$ cat src/rtl/systolic_result_drain.sv
// systolic_result_drain
//
// Output-side companion to the 2x2 systolic matrix multiplier. When the MAC
// array pulses acc_done, the four accumulators are saturated from ACC_WIDTH
// to OUT_WIDTH and captured. The next cycle acc_clear tells the array to zero
// its accumulators. The captured matrix is then streamed out one row per
// valid/ready handshake, row 0 first.
//
// Ports:
//   clk        single clock, all state changes on posedge
//   reset      synchronous, active-high
//   acc_in     flat accumulators, C[r][c] at acc_in[ACC_WIDTH*(2*r+c) +: ACC_WIDTH]
//   acc_done   one-cycle pulse: acc_in holds a final result
//   acc_clear  one-cycle pulse to zero the array accumulators
//   out_valid  out_data holds a valid row
//   out_ready  downstream accepts the row on out_valid && out_ready
//   out_data   row {C[r][1], C[r][0]}, element 0 in the low bits
//   out_row    row index r
//   out_last   high with row 1
//   out_sat    at least one element of the current row was clamped
//   busy       FSM is not idle
//   drop_err   sticky flag: an acc_done pulse was ignored

module systolic_result_drain #(
    parameter int OP_WIDTH  = 8,
    parameter int ACC_WIDTH = 32,
    parameter int OUT_WIDTH = 16
) (
    input  logic                     clk,
    input  logic                     reset,
    input  logic [4*ACC_WIDTH-1:0]   acc_in,
    input  logic                     acc_done,
    output logic                     acc_clear,
    output logic                     out_valid,
    input  logic                     out_ready,
    output logic [2*OUT_WIDTH-1:0]   out_data,
    output logic                     out_row,
    output logic                     out_last,
    output logic                     out_sat,
    output logic                     busy,
    output logic                     drop_err
);

    // Reject parameter sets the saturation logic cannot handle.
    if (OUT_WIDTH < 2 || OUT_WIDTH > ACC_WIDTH || OP_WIDTH < 1) begin : g_param_check
        $error("systolic_result_drain: illegal OP_WIDTH/ACC_WIDTH/OUT_WIDTH combination");
    end

    typedef enum logic [1:0] {
        IDLE = 2'd0,
        ROW0 = 2'd1,
        ROW1 = 2'd2
    } state_t;

    state_t state;
    state_t state_next;

    logic [OUT_WIDTH-1:0] elem_q [4];
    logic [1:0]           row_sat_q;
    logic                 acc_clear_q;
    logic                 drop_err_q;

    logic [OUT_WIDTH:0]   sat_res [4];
    logic                 handshake;
    logic                 capture;
    logic                 drop;

    // A value fits in OUT_WIDTH bits exactly when its bits from the output
    // sign position upwards are all equal. When OUT_WIDTH == ACC_WIDTH that
    // range is just the sign bit, so everything passes through unclamped.
    // Result is {clamped_flag, value}.
    function automatic logic [OUT_WIDTH:0] saturate(input logic [ACC_WIDTH-1:0] x);
        logic [ACC_WIDTH-OUT_WIDTH:0] upper;
        upper = x[ACC_WIDTH-1:OUT_WIDTH-1];
        if ((&upper) || !(|upper)) begin
            return {1'b0, x[OUT_WIDTH-1:0]};
        end else if (x[ACC_WIDTH-1]) begin
            return {1'b1, 1'b1, {(OUT_WIDTH-1){1'b0}}};
        end else begin
            return {1'b1, 1'b0, {(OUT_WIDTH-1){1'b1}}};
        end
    endfunction

    always_comb begin
        for (int i = 0; i < 4; i++) begin
            sat_res[i] = saturate(acc_in[ACC_WIDTH*i +: ACC_WIDTH]);
        end
    end

    // A pulse is taken only from IDLE or on the row-1 handshake; anywhere
    // else in the drain it would overwrite a matrix still being streamed.
    always_comb begin
        handshake = (state != IDLE) && out_ready;
        capture   = acc_done && ((state == IDLE) || (state == ROW1 && out_ready));
        drop      = acc_done && ((state == ROW0) || (state == ROW1 && !out_ready));
    end

    // State register
    always_ff @(posedge clk) begin
        if (reset) begin
            state <= IDLE;
        end else begin
            state <= state_next;
        end
    end

    // Next-state logic
    always_comb begin
        state_next = state;
        case (state)
            IDLE: begin
                if (acc_done) state_next = ROW0;
            end
            ROW0: begin
                if (handshake) state_next = ROW1;
            end
            ROW1: begin
                if (handshake) state_next = acc_done ? ROW0 : IDLE;
            end
            default: state_next = IDLE;
        endcase
    end

    // Captured matrix, per-row clamp flags, clear pulse and sticky drop flag.
    always_ff @(posedge clk) begin
        if (reset) begin
            for (int i = 0; i < 4; i++) begin
                elem_q[i] <= '0;
            end
            row_sat_q   <= 2'b00;
            acc_clear_q <= 1'b0;
            drop_err_q  <= 1'b0;
        end else begin
            acc_clear_q <= capture;
            if (drop) begin
                drop_err_q <= 1'b1;
            end
            if (capture) begin
                for (int i = 0; i < 4; i++) begin
                    elem_q[i] <= sat_res[i][OUT_WIDTH-1:0];
                end
                row_sat_q[0] <= sat_res[0][OUT_WIDTH] | sat_res[1][OUT_WIDTH];
                row_sat_q[1] <= sat_res[2][OUT_WIDTH] | sat_res[3][OUT_WIDTH];
            end
        end
    end

    // Output logic: row outputs are driven only while a row is valid, so the
    // idle bus reads as zero.
    always_comb begin
        out_valid = 1'b0;
        out_data  = '0;
        out_row   = 1'b0;
        out_last  = 1'b0;
        out_sat   = 1'b0;
        busy      = 1'b0;
        case (state)
            ROW0: begin
                out_valid = 1'b1;
                out_data  = {elem_q[1], elem_q[0]};
                out_sat   = row_sat_q[0];
                busy      = 1'b1;
            end
            ROW1: begin
                out_valid = 1'b1;
                out_data  = {elem_q[3], elem_q[2]};
                out_row   = 1'b1;
                out_last  = 1'b1;
                out_sat   = row_sat_q[1];
                busy      = 1'b1;
            end
            default: begin
            end
        endcase
        acc_clear = acc_clear_q;
        drop_err  = drop_err_q;
    end

endmodule

$ cat config.mk
export PLATFORM = sky130hd
export DESIGN_NAME = systolic_result_drain
export DESIGN_NICKNAME = d
export VERILOG_FILES = /design/src/rtl/systolic_result_drain.sv
export SDC_FILE = /design/constraint.sdc
export NUM_CORES = 1
export LEC_CHECK = 0
export ABC_CLOCK_PERIOD_IN_PS = 8230
export CELL_PAD_IN_SITES_DETAIL_PLACEMENT = 1
export CELL_PAD_IN_SITES_GLOBAL_PLACEMENT = 1
export CORE_MARGIN = 3
export CORE_UTILIZATION = 33
export DETAILED_ROUTE_END_ITERATION = 10
export GPL_ROUTABILITY_DRIVEN = 0
export PLACE_DENSITY = 0.89
export SLEW_MARGIN = 10
export SYNTH_ARGS = -nofsm -noshare
export SYNTH_HDL_FRONTEND = slang
export SYNTH_SLANG_ARGS = --single-unit
$ cat constraint.sdc
create_clock -name clk -period 8.23 [get_ports clk]
set_input_delay 1.646 -clock clk [delete_from_list [all_inputs] [get_ports clk]]
set_output_delay 1.646 -clock clk [all_outputs]
set_load 0.02 [all_outputs]
Word-level counts from Yosys, hierarchy flattened
Memories as Yosys holds them, arrays and structs flattened.
Index checks and enable logic that the tools add are counted.
{"block": "word_totals", "ff_bits": 6, "ramBits": 64, "inputBits": 132, "output_inout_bits": 39, "word_cells": 70, "memories": 1}
{"name": "elem_q", "words": 4, "width": 16, "rd": 4, "rd_ports_with_merged_regs": 0, "write_ports": 4, "line": "58", "text": "logic [OUT_WIDTH-1:0] elem_q [4];"}
{"block": "classes", "eq_ne": 5, "n_mux": 26, "n_bitwise": 6, "n_reduce_logical": 28}
{"op": "$mux W16", "count": 8}
{"op": "$mux W17", "count": 4}
{"op": "$reduce_and A17 Y1", "count": 4}
{"op": "$reduce_or A17 Y1", "count": 4}
{"op": "$pmux W32 S2", "count": 1}
{"op": "$mux W1", "count": 8}
{"op": "$logic_or A1 B1 Y1", "count": 6}
{"op": "$mux W2", "count": 3}
{"op": "$ne A2 B2 Y1 const B", "count": 3}
{"op": "$or A1 B1 Y1", "count": 6}
{"op": "$pmux W2 S3", "count": 1}
{"op": "$logic_and A1 B1 Y1", "count": 5}
{"op": "$logic_not A1 Y1", "count": 5}
{"op": "$reduce_and A3 Y1", "count": 1}
{"op": "$eq A2 B1 Y1 const B", "count": 1}
{"op": "$eq A2 B2 Y1 const B", "count": 1}
{"op": "$logic_not A2 Y1", "count": 1}
{"op": "$pmux W1 S2", "count": 1}
{"op": "$reduce_bool A2 Y1", "count": 1}
{"op": "$reduce_or A2 Y1", "count": 1}

Logic depth before layout (Yosys ltp)
{"block": "depth", "depth_word": 8, "depth_mapped": 9, "mapped_depth_nobuf": 6}

Worst setup path before layout
No wires, ideal clock.
{"block": "synth_timing", "path_type": "input port to flip-flop", "start": "in out_ready", "end": "mem elem_q[0][0], enable pin", "setup_ns": 0.418, "t_arrival_ns": 3.115, "setup_slack_ns": 4.697, "cell_stages": 4, "path_buffers": 0, "path_cell_list": "a21oi_1 > nor2_1 > nor2_1 > inv_1"}
{"item": "start: declaration", "line": "35", "text": "input logic out_ready,"}
{"item": "end: declaration", "line": "58"}

Final worst setup path
{"block": "layout_timing", "start": "reg state[0]", "end": "out out_data[5]"}
{"block": "layout_between", "elab_chain_len": 2, "elab_cells_between_ends": 3}
{"item": "start: declaration", "line": "55", "text": "state_t state;"}
{"item": "start signal: assignment", "line": "103", "text": "state <= state_next;"}
{"item": "$eq A2 B2 Y1 or $eq A2 B1 Y1 (tied branches)", "line": "157", "text": "case (state)"}
{"item": "$pmux W32 S2 (*)", "line": "157"}
{"item": "end: declaration", "line": "36", "text": "output logic [2*OUT_WIDTH-1:0] out_data,"}
Every way passes the cells marked *; elsewhere a longest branch is shown, timed or not.

==> impl_metrics.toml <==
[outcome]
status = "finished clean"

[detailed_routing]
drtIter0Drc = 112
firstDrtPassIters = 4
ant_nets = 0
dr_total_vias = 3441
via_per_inst = 5.21
wl_per_cell_um = 18.2
drc = 0
drt_wl_total_mm = 12.0

[clock_tree]
cts_hold_buf = 0
post-cts-setup-buffers = 0
tritoncts = "built"
clockBufferDepth = 2
insertion_delay_ps = 330
cts-root-buf = "clkbuf_8"
h-tree-depth = 3
numCtsBuffers = 9
cts.sinks = 70
cts.repair.resized = 0
clk_pin_slew_ps = 80

[placement]
place_inst = 645
dpl.hpwl_mm = 9.18
io_buffers = 170
placed_cell_area_sq_um = 5450

[timing]
rsz0062_at_grt = "no"
finalCriticalPeriod_ps = 4350
setup_viol_count_final = 0
period_share = 0.529
finClkSkew_ps = 9.78
drv_slew = 0
worst_pin_slew_ps = 1020
tns_ps = 0
slew_headroom = 0.319
max_freq_ghz = 0.230
finalHoldViolCount = 0

[synthesis]
ys_seq_area_frac = 0.558
syn_area_per_cell_sq_um = 10.2
synth_nets = 495
synth_top_area_cell = "edfxtp_1"
synthArstFlopShare = 0
yosysMostFrequentCell = "nor2_1"
synth.distinct_cells = 29
netlist.area_leader.share = 0.525
synth.area.top_cells = "edfxtp_1 (53%), nor2_1 (13%), a22oi_1 (6.8%), nor2b_1 (6.0%), dfxtp_1 (3.3%)"
yosysWarnings = 0
synthCells = 358
ys_seq_elements = 70
syn-cell-area_sq_um = 3660
synthTopCellsByCount = "nor2_1 (125), edfxtp_1 (64), nor2b_1 (35)"
synth_ff_type = "edfxtp_1"
synth-edff-count = 64

[worst_setup_path]
critPathKind = "flop to primary output"
arrival_ps = 2700
r2r-start = "state[0]"
worst_setup_path_end_kind = "primary output"
worstPathRequired_ps = 6580
r2r_cells = 7
cp_max_fo = 35
reg2reg_slack_ps = 5410
r2r_end = "elem_q[0][13]"
worstSetupStartpointType = "flop"

[finish]
fin_nets = 657
fillers = 1189
drive_above_1_share = 0.0592
antenna_cells = 0
finish.utilization = 0.532
instances_no_fill = 660
final_area_sq_um = 5620
areaGrowthSynthToFinish_pct = 53.5

[floorplanning]
coreArea_sq_um = 10600
dieArea_sq_um = 12400
die_x_um = 111
ioPinCount = 171
start_util = 0.347
die_h_um = 111
rows = 37

[global_route]
grt_max_degree = 36
antenna_found_initial = 0
grt_pass1_vias = 3898
grt_pass1_wl_mm = 19.2
globalRouteOverflowTotal = 0
grt_use_total = 0.191

[min_path]
whs_path_depth = 2
hp-class = "flop to flop"
hold_end = "drop_err"
hp-start = "drop_err"

[power_and_ir_drop]
power.density_nw_per_um2 = 168
leakagePower_nw = 1.96
vdd_drop_max_mv = 0.0815
finalPower_mw = 0.945

[flow_run]
maxCapViolations = 0
==> per-layer routing <==
layer | wire length, um | share of wire | up-vias | global-route usage
li1 | - | - | 1626 | -
met1 | 4680 | 0.39 | 1662 | 0.212
met2 | 6470 | 0.54 | 133 | 0.359
met3 | 613 | 0.051 | 20 | 0.0431
met4 | 219 | 0.018 | 0 | 0.0624
met5 | 0 | 0 | - | 0
==> final cells by class <==
cell class / count / area, sq um / area share
tap: 136 / 170 / 0.0303
timing repair buffer: 173 / 1720 / 0.307
clock inverter: 6 / 40.0 / 0.00713
sequential: 70 / 2040 / 0.364
clock buffer: 9 / 124 / 0.0221
inverter: 5 / 18.8 / 0.00334
multi-input combinational: 261 / 1500 / 0.266
==> where the power goes <==
part	total (mW)	internal, mW	leakage, nW	switching (mW)
logic	0.251	0.122	1.13	0.129
clock network	0.237	0.107	0.0848	0.130
registers	0.457	0.441	0.746	0.0155
==> critical path, cell delays in order, from the launching register on <==
cell and delay, ps:
dfxtp_1 420, inv_1 90, ha_1 980, nor2b_1 260
clkdlybuf4s50_1 630
==> logic make-up (layout without fill, tap and decap cells) <==
group / count (synthesis) / count (layout) / share of synthesized area
mux: 1 / 1 / 0.00274
compound gates: 52 / 52 / 0.124
simple gates: 203 / 203 / 0.263
buf+inv: 27 / 193 / 0.0349
flops: 70 / 70 / 0.558
fa+ha+maj: 5 / 5 / 0.0171
==> flip-flops by register name, summed over array words and instances (netlist names) <==
signal	cells
drop_err	1
row_sat_q	2
acc_clear	1
state	2
elem_q	64
==> worst max-delay path by stage <==
stage | end | cells after the start | slack, ps | start
finish | out_data[5] | 4 | 3880 | state[0]
global route | out_data[5] | 4 | 3680 | state[0]
CTS | out_data[5] | 4 | 3840 | state[0]
detailed placement | out_data[5] | 4 | 4220 | state[0]
global placement | out_data[4] | 6 | 4300 | state[0]
floorplan | elem_q[0][0] | 4 | 4700 | out_ready
==> layout by cell type, fill, tap and decap left out, types with 4 or more instances in the layout <==
cell	count
a22oi_1	33
a41oi_2	4
clkbuf_8	9
clkdlybuf4s50_1	170
dfxtp_1	6
edfxtp_1	64
ha_1	5
inv_1	4
nand4_1	17
nor2_1	125
nor2b_1	35
nor4_1	16
o41ai_2	4
==> stage by stage <==
stage | hold slack, ps | worst slack (ps)
after CTS | 468 | 3840
after detailed placement | 453 | 4220
final | 464 | 3880
after floorplan | 450 | 4700
after global routing | 507 | 3680
after global placement | 438 | 4300
No activity file was read; power rests on OpenSTA's default activity.
==> RTL change 1 (same settings) <==
Encoding of `state_t`: now one-hot (3 bits for 3 states).
--- a/src/rtl/systolic_result_drain.sv
+++ b/src/rtl/systolic_result_drain.sv
@@ -47,8 +47,8 @@
     end
 
-    typedef enum logic [1:0] {
-        IDLE = 2'd0,
-        ROW0 = 2'd1,
-        ROW1 = 2'd2
+    typedef enum logic [2:0] {
+        IDLE = 3'b001,
+        ROW0 = 3'b010,
+        ROW1 = 3'b100
     } state_t;
 
Behaviour: no difference found for any inputs over 10 cycles, from zero or initial values and one cycle with reset high; not proved beyond that.
==> RTL change 1 against the original RTL <==
  * Synthesized area decreased by 1.6%
  * Largest cell class unchanged
  * Power decreased by 10%
  * Highest routed layer unchanged
  * Critical endpoint is now out_data[19]
  * Setup slack worse by 0.11 ns
  * Combinational power fell by 46%
  * Design area shrank 0.36%
  * Sequential cell count rose by 1
  * Largest power group unchanged
  * Wire length increased by 0.19%
  * Clock power is 16% higher
==> RTL change 1: results (changes against the original RTL) <==
Status
  • Status: finished, final reports clean

Detailed routing
  • Via density: 5.11 (-2.0%)
  • WL/cell: 19.0 µm (+4.6%)
  • Routed Antenna Nets: 0 (unchanged)
  • Number of DRC markers in iteration 0: 171 (+53%)
  • Router iterations before antenna repair: 4 (unchanged)

Clocking
  • Clock-pin slew on the worst setup and hold paths: 0.07 ns
  • Post-CTS setup repair buffer count: 0 (unchanged)
  • # H-tree levels: 3 (unchanged)
  • Post_cts resized: 0 (unchanged)
  • Clock latency on the worst-skew pair: 0.33 ns (about the same)
  • Clock Tree Buf Depth: 2 (unchanged)
  • Num CTS Buffers: 9 (unchanged)

Worst setup path
  • Reg-to-reg endpoint: elem_q[0][14]$_SDFFCE_PN0P_
  • Worst R2R Start: state[0]$_SDFFE_PP1P_
  • Critical path peak fanout: 20 (-43%)
  • Slowest CP cell: nor3b_4
  • CP max stage delay: 0.73 ns (-0.25 ns)
  • FF-to-FF setup slack: 5.92 ns (+0.51 ns)
  • FF-to-FF path depth: 5 (-2)
  • Data arrival, critical path: 2.82 ns (+0.12 ns)
  • Crit path capture: out_data[19]
  • CP startpoint: state[2]$_SDFFE_PP0P_

Placed design
  • Dpl cells: 616 (-4.5%)
  • Pre-CTS setup slack: 4.09 ns (-0.122 ns)
  • Buffers on Ports: 170 (unchanged)
  • Placement Cell Area: 5400 µm² (-0.94%)
  • Post-DP HPWL: 9.08 mm (-1.2%)

Synthesis
  • Synth cell count leaders: nor2_1, edfxtp_1, a22o_1
  • Unique masters post-synth: 34 (+17%)
  • Synth area leaders: edfxtp_1, nor2_1, a22o_1
  • Async SR Flop Fraction: 0% (unchanged)
  • Number of synthesized flops with an enable pin: 64 (unchanged)
  • Gate Count Post-Synth: 326 (-8.9%)
  • Synthesis Warnings: 0 (unchanged)
  • Seq/Total Area, Yosys: 57.3% (+1.5 points)
  • Net Count, Synth: 458 (-7.5%)

Global routing
  • First-pass GRT wire length: 18.8 mm (-2.2%)
  • GRT Total Usage: 19.4% (+0.25 points)
  • Largest net degree at the start of global routing: 39 (+8.3%)
  • Vias in the first global route: 3,595 (-7.8%)
  • Initial antenna violation count: 0 (unchanged)

Power
  • Lkg Pwr: 0.00211 µW (+7.5%)
  • Internal Power: 645 µW (-3.9%)
  • Max VDD drop: 0.0657 mV (-19%)

Hold path
  • Worst hold path depth: 2 (unchanged)
  • Min-Delay Endpoint: drop_err$_SDFFE_PP0P_
  • Critical hold path startpoint: drop_err$_SDFFE_PP0P_

Finish
  • Finished Layout Cells: 632 (-4.2%)
  • Register with the most flip-flops: elem_q
  • Top Registers: elem_q x64, state x3, row_sat_q x2
  • Share of layout cells above drive strength 1: 8.27% (+2.4 points)

STA
  • Slew margin rel.: 41.6% (+9.6 points)
  • Setup violators final: 0 (unchanged)
  • F_max: 0.224 GHz (-2.6%)
  • Final Skew: 0.00954 ns (-0.000232 ns)
  • Final hold slack: 0.488 ns (+0.0242 ns)
-- RTL change 1: cell types whose count changed after synthesis, moves of 4 or more --
cell | unedited run | this run
nor2b_1 | 35 | 0
a22o_1 | 2 | 35
a22oi_1 | 33 | 0
clkbuf_1 | 12 | 2
ha_1 | 5 | 0
and2_2 | 0 | 4
buf_2 | 6 | 10
buf_6 | 1 | 5
-- RTL change 1: power groups by stage --
stage / clock network [µW] / logic, µW / registers [µW]
2_1_floorplan: 0 / 50.3 / 440
3_3_place_gp: 0 / 130 / 447
3_5_place_dp: 0 / 135 / 446
4_1_cts: 280 / 136 / 440
5_1_grt: 298 / 146 / 442
6_report: 274 / 135 / 439
-- RTL change 1: layer usage --
metal,track usage [%],vias up,part of all wire (%)
li1,-,1553,-
met1,21.3,1530,38
met2,37.0,131,55
met3,4.11,14,5.5
met4,5.91,0,1.5
met5,0,-,0
-- RTL change 1: layout make-up --
type / instances / area (µm²)
Fill cell: 1149 / 4870
Timing Repair Buffer: 174 / 1730
Multi-Input combinational cell: 232 / 1430
Clock buffer: 10 / 128
Inverter: 3 / 11.3
Clock inverter: 6 / 67.6
Tap cell: 136 / 170
Sequential cell: 71 / 2060
-- RTL change 1: cell families (layout without fill, tap and decap cells) --
family / count (synthesis) / after routing / share of synthesized area [%]
simple gates: 177 / 177 / 23.6
flops: 71 / 71 / 57.3
compound gates: 55 / 55 / 15.0
buf+inv: 23 / 193 / 4.10
-- RTL change 1: worst max-delay path: cells and delay by family (launching register included) --
kind	cells	cell delay (ns)
compound gates	1	0.18
buf+inv	2	1.01
flops	1	0.56
simple gates	1	0.73
==> RTL change 2 (same flow settings) <==
Without the edit above. `ACC_WIDTH`: 32 -> 48.
--- a/src/rtl/systolic_result_drain.sv
+++ b/src/rtl/systolic_result_drain.sv
@@ -24,5 +24,5 @@
 module systolic_result_drain #(
     parameter int OP_WIDTH  = 8,
-    parameter int ACC_WIDTH = 32,
+    parameter int ACC_WIDTH = 48,
     parameter int OUT_WIDTH = 16
 ) (
Ports: changed (resized acc_in); port bits go from 171 to 235. No check against the original RTL was run, so the function may have changed too.
==> RTL change 2 against the original RTL <==
  * Register-to-register slack better by 0.05 ns
  * Power up 19%
  * Setup slack better by 0.11 ns
  * Sequential cell count unchanged
  * Fmax up 2.6%
  * First-iteration DRC count up 140%
  * Final cell count up 10%
  * Critical path depth unchanged
  * Synthesized area up 8.8%
  * Design area up 19%
  * Wire length up 25%
  * Critical path type unchanged
  * Largest cell class is now non-clock buffers
==> RTL change 2: results (changes against the original RTL) <==
Status
  • Status: finished, final reports clean

Synthesis
  • Synth cell count leaders: edfxtp_1, o21a_1, nor4_1
  • Gate Count Post-Synth: 347 (-3.1%)
  • Seq/Total Area, Yosys: 51.3% (-4.5 points)
  • Multiplexer share of the synthesized area: 0.252% (-0.022 points)
  • Compound-cell area share of the yosys netlist: 20.4% (+8.0 points)
  • Synth area leaders: edfxtp_1, o21a_1, nor4_1
  • Unique masters post-synth: 32 (+10%)
  • Net Count, Synth: 548 (+11%)
  • Post-synthesis adder-cell area fraction: 1.57% (-0.14 points)

Clocking
  • Root buffer cell: clkbuf_16
  • Clock-pin slew on the worst setup and hold paths: 0.06 ns (-0.02 ns)
  • Clock Tree Buf Depth: 2 (unchanged)
  • Post-CTS setup repair buffer count: 0 (unchanged)

Placed design
  • Placement Cell Area: 6390 µm² (+17%)
  • Post-DP HPWL: 11.9 mm (+29%)
  • Buffers on Ports: 234 (+38%)
  • Pre-CTS setup slack: 4.34 ns (+0.121 ns)
  • Dpl cells: 708 (+9.8%)

Global routing
  • GRT Total Usage: 22.0% (+2.9 points)
  • First-pass GRT wire length: 22.6 mm (+18%)
  • Vias in the first global route: 4,454 (+14%)
  • Largest net degree at the start of global routing: 40 (+11%)

Power
  • Max VDD drop: 0.154 mV (+89%)
  • Lkg Pwr: 0.00227 µW (+16%)

Worst setup path
  • CP max stage delay: 0.84 ns (-0.14 ns)
  • Reg-to-reg endpoint: elem_q[0][8]$_SDFFCE_PN0P_
  • Data arrival, critical path: 2.59 ns (-0.11 ns)
  • Delay-heaviest family, CP: adder cells
  • FF-to-FF setup slack: 5.46 ns (+0.05 ns)

STA
  • Final Skew: 0.00831 ns (-0.00146 ns)
  • Slew margin rel.: 37.4% (+5.5 points)
  • F_max: 0.236 GHz (+2.6%)

Detailed routing
  • Number of DRC markers in iteration 0: 272 (+140%)
  • Final WL: 15.0 mm (+25%)
  • Vias post-DR: 3,981 (+16%)
  • WL/cell: 20.7 µm (+14%)

Finish
  • Share of layout cells above drive strength 1: 4.65% (-1.3 points)
  • NumNets Final: 777 (+18%)

Hold path
  • Min-Delay Endpoint: drop_err$_SDFFE_PP0P_
==> RTL change 2: cell count changes after synthesis, moves of 8 or more <==
cell,unedited run,this run
nor4_1,16,42
o21a_1,0,60
and4_1,0,8
nand4_1,17,32
nor2_1,125,3
==> RTL change 2: routing by layer <==
layer  share of wire (%)  vias to the layer above  global-route usage, %  wire length, µm
met3                 5.1                       32                   3.66              763
met1                  35                     1910                   22.8             5290
li1                    -                     1871                      -                -
met5                   0                        -                      0                0
met4                 3.0                        0                   10.5              444
met2                  57                      168                   42.5             8520
==> RTL change 2: final cells by class <==
class / instances / area (µm²)
fill: 1223 / 4930
timing repair buffer: 240 / 2390
sequential: 70 / 2040
multi-input combinational: 248 / 1760
clock buffer: 11 / 233
tap: 143 / 179
clock inverter: 5 / 50.0
inverter: 7 / 26.3
antenna: 2 / 5.00
==> RTL change 2: how the worst max path moves through the flow <==
stage	endpoint	from	cells past startpoint
3_3_place_gp	elem_q[2][8]$_SDFFCE_PN0P_	out_ready	5
3_5_place_dp	out_data[1]	state[0]$_SDFFE_PP0P_	4
2_1_floorplan	elem_q[0][0]$_SDFFCE_PN0P_	out_ready	3
6_report	out_data[1]	state[0]$_SDFFE_PP0P_	4
5_1_grt	out_data[1]	state[0]$_SDFFE_PP0P_	4
4_1_cts	out_data[1]	state[0]$_SDFFE_PP0P_	4
==> RTL change 2: kinds of logic after synthesis <==
logic type	count (synthesis)
AOI/OAI and AO/OA	111
buffers and inverters	29
adders and majority gates	5
and+or+nand+nor	131
DFF	70
muxes	1
==> RTL change 2: per-stage QoR <==
stage | hold WS [ns] | util, %
2_1_floorplan | 0.426 | -
3_3_place_gp | 0.438 | 55.1
3_5_place_dp | 0.466 | 55.1
4_1_cts | 0.481 | 57.5
5_1_grt | 0.512 | 57.5
6_report | 0.471 | 57.5
==> RTL change 2: power by group <==
group	switching [µW]	leakage [µW]	internal, µW
Sequential	15.6	0.000746	443
Combinational	138	0.00138	154
Clock	139	0.000143	232
==> RTL change 2: worst register-to-register path: stages, from the launching register on <==
cell     delay, ns
dfxtp_1       0.35
inv_1         0.09
ha_1          0.15
buf_4         0.40
a21o_1        0.20
a21oi_1       0.15
inv_2         0.48
buf_4         0.55
